$ cat src/rtl/commanding_officer_unlock.sv
// Button-combination unlock: synchronises and debounces four active-low buttons,
// then tracks entry of the fixed 8-symbol code and raises a sticky unlock flag.
module commanding_officer_unlock #(
    parameter int CLK_FREQ        = 48_000_000,
    parameter int DEBOUNCE_CYCLES = CLK_FREQ / 100,
    parameter int TIMEOUT_CYCLES  = CLK_FREQ * 2
) (
    input  logic       clk,
    input  logic       rst_n,
    input  logic [3:0] btn_n,
    output logic       got_commanding_officer,
    output logic [3:0] progress
);

    localparam int DB_W = $clog2(DEBOUNCE_CYCLES + 1);
    localparam int TO_W = $clog2(TIMEOUT_CYCLES + 1);

    typedef enum logic [1:0] {
        IDLE     = 2'd0,
        ENTRY    = 2'd1,
        UNLOCKED = 2'd2
    } state_t;

    // Expected button (active-high one-hot: UP, DOWN, LEFT, RIGHT) at each code position
    function automatic logic [3:0] code_sym(input logic [2:0] idx);
        logic [3:0] sym;
        case (idx)
            3'd0, 3'd1: sym = 4'b0001;
            3'd2, 3'd3: sym = 4'b0010;
            3'd4, 3'd6: sym = 4'b0100;
            3'd5, 3'd7: sym = 4'b1000;
            default:    sym = 4'b0000;
        endcase
        return sym;
    endfunction

    logic [3:0]      sync1_r;
    logic [3:0]      sync2_r;
    logic [3:0]      deb_r;
    logic [3:0]      deb_prev_r;
    logic [DB_W-1:0] deb_cnt_r [4];
    logic [TO_W-1:0] tmo_r;
    logic [3:0]      progress_r;
    logic            unlocked_r;
    state_t          state_r;

    logic [3:0]      press_s;
    logic [3:0]      exp_sym_s;
    logic            single_s;
    logic            multi_s;

    // Two-flop synchroniser; released (high) is the reset level
    always_ff @(posedge clk or negedge rst_n) begin
        if (!rst_n) begin
            sync1_r <= 4'b1111;
            sync2_r <= 4'b1111;
        end else begin
            sync1_r <= btn_n;
            sync2_r <= sync1_r;
        end
    end

    // Per-button debouncer: level flips after DEBOUNCE_CYCLES consecutive disagreeing cycles
    always_ff @(posedge clk or negedge rst_n) begin
        if (!rst_n) begin
            deb_r      <= 4'b1111;
            deb_prev_r <= 4'b1111;
            for (int i = 0; i < 4; i++) begin
                deb_cnt_r[i] <= {DB_W{1'b0}};
            end
        end else begin
            deb_prev_r <= deb_r;
            for (int i = 0; i < 4; i++) begin
                if (sync2_r[i] != deb_r[i]) begin
                    if (deb_cnt_r[i] == DB_W'(DEBOUNCE_CYCLES - 1)) begin
                        deb_r[i]     <= sync2_r[i];
                        deb_cnt_r[i] <= {DB_W{1'b0}};
                    end else begin
                        deb_cnt_r[i] <= deb_cnt_r[i] + {{(DB_W-1){1'b0}}, 1'b1};
                    end
                end else begin
                    deb_cnt_r[i] <= {DB_W{1'b0}};
                end
            end
        end
    end

    // Press pulses and single/multiple press classification
    always_comb begin
        press_s   = deb_prev_r & ~deb_r;
        exp_sym_s = code_sym(progress_r[2:0]);
        if (press_s == 4'b0000) begin
            single_s = 1'b0;
            multi_s  = 1'b0;
        end else if ((press_s & (press_s - 4'b0001)) == 4'b0000) begin
            single_s = 1'b1;
            multi_s  = 1'b0;
        end else begin
            single_s = 1'b0;
            multi_s  = 1'b1;
        end
    end

    // Code-entry FSM with idle timeout; outputs are held in flops
    always_ff @(posedge clk or negedge rst_n) begin
        if (!rst_n) begin
            state_r    <= IDLE;
            progress_r <= 4'd0;
            unlocked_r <= 1'b0;
            tmo_r      <= {TO_W{1'b0}};
        end else begin
            case (state_r)
                IDLE, ENTRY: begin
                    if (multi_s) begin
                        state_r    <= IDLE;
                        progress_r <= 4'd0;
                        tmo_r      <= {TO_W{1'b0}};
                    end else if (single_s) begin
                        tmo_r <= {TO_W{1'b0}};
                        if (press_s == exp_sym_s) begin
                            if (progress_r == 4'd7) begin
                                state_r    <= UNLOCKED;
                                progress_r <= 4'd8;
                                unlocked_r <= 1'b1;
                            end else begin
                                state_r    <= ENTRY;
                                progress_r <= progress_r + 4'd1;
                            end
                        end else if (press_s == 4'b0001) begin
                            // A stray UP still counts as a code start; after UP,UP it keeps both
                            state_r    <= ENTRY;
                            progress_r <= (progress_r == 4'd2) ? 4'd2 : 4'd1;
                        end else begin
                            state_r    <= IDLE;
                            progress_r <= 4'd0;
                        end
                    end else if (state_r == ENTRY) begin
                        if (tmo_r == TO_W'(TIMEOUT_CYCLES - 1)) begin
                            state_r    <= IDLE;
                            progress_r <= 4'd0;
                            tmo_r      <= {TO_W{1'b0}};
                        end else begin
                            tmo_r <= tmo_r + {{(TO_W-1){1'b0}}, 1'b1};
                        end
                    end else begin
                        tmo_r <= {TO_W{1'b0}};
                    end
                end
                UNLOCKED: begin
                    progress_r <= 4'd8;
                    unlocked_r <= 1'b1;
                    tmo_r      <= {TO_W{1'b0}};
                end
                default: begin
                    state_r    <= IDLE;
                    progress_r <= 4'd0;
                    unlocked_r <= 1'b0;
                    tmo_r      <= {TO_W{1'b0}};
                end
            endcase
        end
    end

    assign got_commanding_officer = unlocked_r;
    assign progress               = progress_r;

endmodule
$ cat config.mk
export PLATFORM = sky130hd
export DESIGN_NAME = commanding_officer_unlock
export DESIGN_NICKNAME = d
export VERILOG_FILES = /design/src/rtl/commanding_officer_unlock.sv
export SDC_FILE = /design/constraint.sdc
export NUM_CORES = 1
export LEC_CHECK = 0
export BUFFER_PORTS_ARGS = -buffer_cell sky130_fd_sc_hd__clkbuf_2
export CAP_MARGIN = 20
export CORE_ASPECT_RATIO = 0.6
export CORE_MARGIN = 10
export CORE_UTILIZATION = 30
export DETAILED_ROUTE_END_ITERATION = 10
export SYNTH_ARGS = -nofsm -noshare
export SYNTH_HDL_FRONTEND = slang
export SYNTH_SLANG_ARGS = --single-unit
export TNS_END_PERCENT = 50
$ cat constraint.sdc
create_clock -name clk -period 2.1 [get_ports clk]
set_input_delay 0.42 -clock clk [delete_from_list [all_inputs] [get_ports clk]]
set_output_delay 0.42 -clock clk [all_outputs]
set_load 0.005 [all_outputs]
* Word level (Yosys, flattened, before mapping) *
Memories as Yosys holds them, arrays and structs flattened.
Index checks and enable logic that the tools add are counted.

word-level totals
  register bits = 126
  bits in latches = 0
  RAM bits = 0
  bits in read-only memories = 32
  input bits = 6
  output and inout port bits = 5
  logic and storage cells = 98
  memories = 1

memories
  memory            words  width  read ports  clocked after memory_dff  wr ports  line  source
  (name not given)  8      4      1           0                         0         27    case (idx)

cells by class
  add/sub/neg operators = 7
  $mul = 0
  div/mod/pow operators = 0
  $lt $le $gt $ge = 0
  eq/ne operators = 21
  shift-type cells = 0
  muxes and demuxes = 39
  bitwise gates (word level) = 4
  reduce and logical (&&, ||, !) cells = 11

operator list
  kind                     count
  $mux W19                 8
  $mux W27                 5
  $add A19 B1 Y19 const B  4
  $eq A19 B19 Y1 const B   4
  $add A27 B1 Y27 const B  1
  $eq A27 B27 Y1 const B   1
  $mux W4                  6
  $mux W2                  8
  $reduce_and A2 Y1        5
  $mux W1                  9
  $and A4 B4 Y4            2
  $logic_not A4 Y1         2
  $ne A2 B2 Y1 const B     4
  $ne A4 B4 Y1 const B     2
  $pmux W4 S2              1
  $add A4 B1 Y4 const B    1
  $eq A4 B1 Y1 const B     1
  $eq A4 B2 Y1 const B     1
  $eq A4 B3 Y1 const B     1
  $eq A4 B4 Y1             1
  $ne A1 B1 Y1             4
  $not A4 Y4               1
  $pmux W2 S2              1
  $reduce_and A4 Y1        1
  other kinds (8)          8

* Longest topological paths before layout *
  word-level depth = 10
  gate-level depth with buffers = 9
  depth with buffers taken out = 7

* Least setup slack after synthesis *
OpenSTA, ideal clock, no wires.

  kind = reg2reg
  start point = register tmo_r[0]
  end point = register tmo_r[8]
  library setup time = 0.071 ns
  arrival time = 1.785 ns
  required time = 2.029 ns
  slack = 0.243 ns
  cell stages (with the launch flop) = 10
  path buffers = 3
  clock period less this slack = 1.857 ns
  cell sequence = dfrtp_1 > ha_1 > and3_1 > buf_2 > nand3_1 > nor4_4 > or3_1 > buf_6 > buf_6 > nor2_1

between the ends
  word-level cells in the longest chain between the ends = 6
  elaborated cells on any way between the ends = 7
  those cells by class = add/sub (1); eq/ne (1); mux (5)

ends and longest elaborated chain
  element                                                   line      source
  start, declared                                           42        logic [TO_W-1:0] tmo_r;
  start signal, assigned                                    110       tmo_r <= {TO_W{1'b0}};
  start signal, assigned                                    117       tmo_r <= {TO_W{1'b0}};
  start signal, assigned                                    119       tmo_r <= {TO_W{1'b0}};
  $add A27 B1 Y27 / $eq A27 B27 Y1 (equally long branches)  143, 138
  $mux W27 (*)                                              138       if (tmo_r == TO_W'(TIMEOUT_CYCLES - 1)) begin
  $mux W27 (*)                                              137       end else if (state_r == ENTRY) begin
  $mux W27 (*)                                              118       end else if (single_s) begin
  $mux W27 (*)                                              114       if (multi_s) begin
  $mux W27 (*)                                              112       case (state_r)

Mark *: on every way between the ends. The rest lies on a longest branch, timed or not.
A chain may end at the register's enable or synchronous reset.

* Final worst setup path *
  start point = register tmo_r[0]
  end point = register tmo_r[22]

The elaborated chain is that of the path after synthesis.

==> reports/summary.txt <==
status: finished, final reports clean
Routed Antenna Nets: 0
Skew-Pair Late Insertion Delay: 0.42 ns
top-level port count: 11
core area: 19180 sq um
Final Critical Period: 1.928 ns
share of layout cells above drive strength 1: 13.60%
CTS sink cnt: 126
Worst setup SP type: flop
worst path bufs/invs: 0
n_diodes: 0
Netlist cell types: 45
# DRC: 0
count of final setup violators: 0
Placed Area: 6324 sq um
Synth top area share: 46.55%
unrepaired setup endpoints after global routing: false
pre-CTS WS: 0.1144 ns
Synth area leaders: dfrtp_1 (47%), xor2_1 (7.9%), nor2_1 (7.5%)
Crit. End Element: flop
final net count: 625
PD cells: 799.4 nW/um^2
initial antenna violation count: 0
HPWL Detailed: 7241 um
Port-buffer cells: 10
Setup TNS: 0 ns
CP Data Required Time: 2.40 ns
post-synth net total: 600
Post-synth ARST share: 100.0%
CTS tree: done
Initial Utilization: 30.83%
DR vias/cell: 4.431
initial DRC count: 163
Clock Tree Buf Depth: 2
# H-tree levels: 4
GR Overflow Total: 0
setup slack after layout: 0.1723 ns
Synth Instances: 587
design area: 6932 sq um
CP peak stage delay: 0.44 ns
Synth-to-Final Area Change: 17.22%
Post-Syn Area: 5913 sq um
FF+latch count, synth: 126
maximum vdd drop: 0.0005536 V
Root Driver: clkbuf_16
RePlAce Congestion: 0.7777
row count: 39
max-slew violations: 0
headroom to the max-slew limit: 66.16%
Yosys top cell by area: dfrtp_1
drt total wl: 11030 um
Synth Warn #: 0
max frequency: 518.8 MHz
syn_area_per_cell: 10.07 sq um
LEAKAGE: 0.002906 uW
clock-pin transition on the worst setup and hold timing paths: 0.06 ns
Post-synth top flop: dfrtp_1
setup bufs post-CTS: 0
vias post-DR: 3948
delay-heaviest family, CP: simple AND/OR/NAND/NOR gates
max cap viols: 0
min-delay worst type: primary input to flop
vias in the first global route: 3844
Total GRT Usage: 9.106%
Die X: 201.3 um
sequential area share after synthesis: 53.66%
Critical Path AT: 2.23 ns
Die Ht: 128.8 um
number of CTS-inserted buffers: 17
clk_skew: 0.01500 ns
worst hold slack: 0.08183 ns
Worst Tran Pin Value: 0.5029 ns
most numerous cell in the Yosys netlist: nor2_1
largest net degree at the start of global routing: 42
Total Die Area: 25910 sq um
slowest cell on the critical path: or3_1
Post-synth EDFFs: 0
kind of critical path: flop to flop
fin util: 36.15%
1st-pass router iterations: 4
first-pass GRT wire length: 19480 um
CP Max Fanout: 5
Tcrit/Tclk final: 91.79%
wire length per cell: 12.38 um
count of final hold-check violations: 0
Commonest cells post-synth: nor2_1 (118), dfrtp_1 (110), xor2_1 (53), nand2_1 (44), xnor2_1 (38)
critical path, cell by cell: ha_1 -> and3_2 -> nand4_1 -> or3_1 -> nor3_1 -> xnor2_1 -> nor2_1
cell usage in the layout (no fill, tap or decap), types with 3 or more instances in the layout:
cell | synthesis | final
mux2_2 | 3 | 3
nor2b_1 | 3 | 3
clkinv_2 | 0 | 3
inv_1 | 14 | 14
dfrtp_1 | 110 | 110
nor4_1 | 3 | 3
buf_4 | 1 | 9
and4_1 | 8 | 8
nand3_1 | 33 | 33
and3_1 | 18 | 17
xnor2_1 | 38 | 38
or3_1 | 8 | 8
dfstp_2 | 16 | 16
nand2_1 | 44 | 44
a21o_1 | 3 | 3
clkbuf_2 | 1 | 9
clkbuf_16 | 0 | 17
ha_1 | 7 | 7
nand4_1 | 24 | 24
nand2b_1 | 5 | 5
nor3_1 | 14 | 13
or2_2 | 4 | 3
clkinv_4 | 0 | 4
a21oi_1 | 13 | 12
o21ai_0 | 6 | 6
xor2_1 | 53 | 53
nor2_1 | 118 | 118
nand3b_1 | 4 | 4
inv_6 | 0 | 4
buf_12 | 0 | 3
registers in the layout, summed over array words and instances, names as in the netlist, 2 cells and up:
register	count
state_r	2
sync2_r	4
progress	4
sync1_r	4
deb_prev_r	4
deb_cnt_r	76
tmo_r	27
deb_r	4
worst reg2reg max path, cell delays in order, from the launching register on:
cell	delay, ns
dfrtp_1	0.38
ha_1	0.19
and3_2	0.24
nand4_1	0.12
or3_1	0.44
nor3_1	0.23
xnor2_1	0.14
nor2_1	0.06
power by group:
part / internal [uW] / switching, uW
clock network: 1760 / 1160
logic: 43.5 / 90.0
registers: 2460 / 22.4
total: 4270 / 1280
final timing paths:
| kind | start | end | slack (ns) | cells after the start |
|---|---|---|---|---|
| worst min-delay path | btn_n[2] | sync1_r[2] | 0.08 | 1 |
| min in group asynchronous | rst_n | deb_cnt_r[67] | 0.50 | 2 |
| worst min register to register | sync1_r[2] | sync2_r[2] | 0.36 | 0 |
| max in group asynchronous | rst_n | deb_cnt_r[40] | 0.98 | 3 |
| worst max-delay path | tmo_r[0] | tmo_r[22] | 0.17 | 7 |
| worst max register to register | tmo_r[0] | tmo_r[22] | 0.17 | 7 |
cell type report:
type / instances / area [sq um]
clock buffers: 17 / 425.4
clock inverters: 15 / 160.2
fillers: 1884 / 12250
inverters: 14 / 52.55
multi-input cells: 430 / 2594
flip-flops and latches: 126 / 3173
well taps: 266 / 332.8
repair buffers: 23 / 193.9
kinds of logic after synthesis:
| family | share of synthesized area (%) |
|---|---|
| buffers and inverters | 2.687 |
| xor gates and xnor gates | 13.48 |
| and+or+nand+nor | 25.14 |
| adders and majority gates | 1.481 |
| DFF | 53.66 |
| muxes | 0.5713 |
| AOI/OAI and AO/OA | 2.984 |
through the flow:
stage	cells	power, uW
floorplan	587	2579
finish	891	5541
detailed placement	858	2664
global placement	858	2664
CTS	891	5621
global route	891	5766
per-layer routing:
layer,vias up,global-route usage [%],wire (um)
met4,0,3.036,72
met2,37,11.60,4244
met1,1874,13.76,6316
met3,9,3.008,397
li1,2028,-,-
met5,-,0,0
timing repair:
item                                   in CTS  in global routing
setup endpoints to repair                   0                 27
gates resized for setup                     0                  4
endpoints found under the hold margin      30                  0
hold buffers                                1                  0
(Power assumes the default switching activity.)
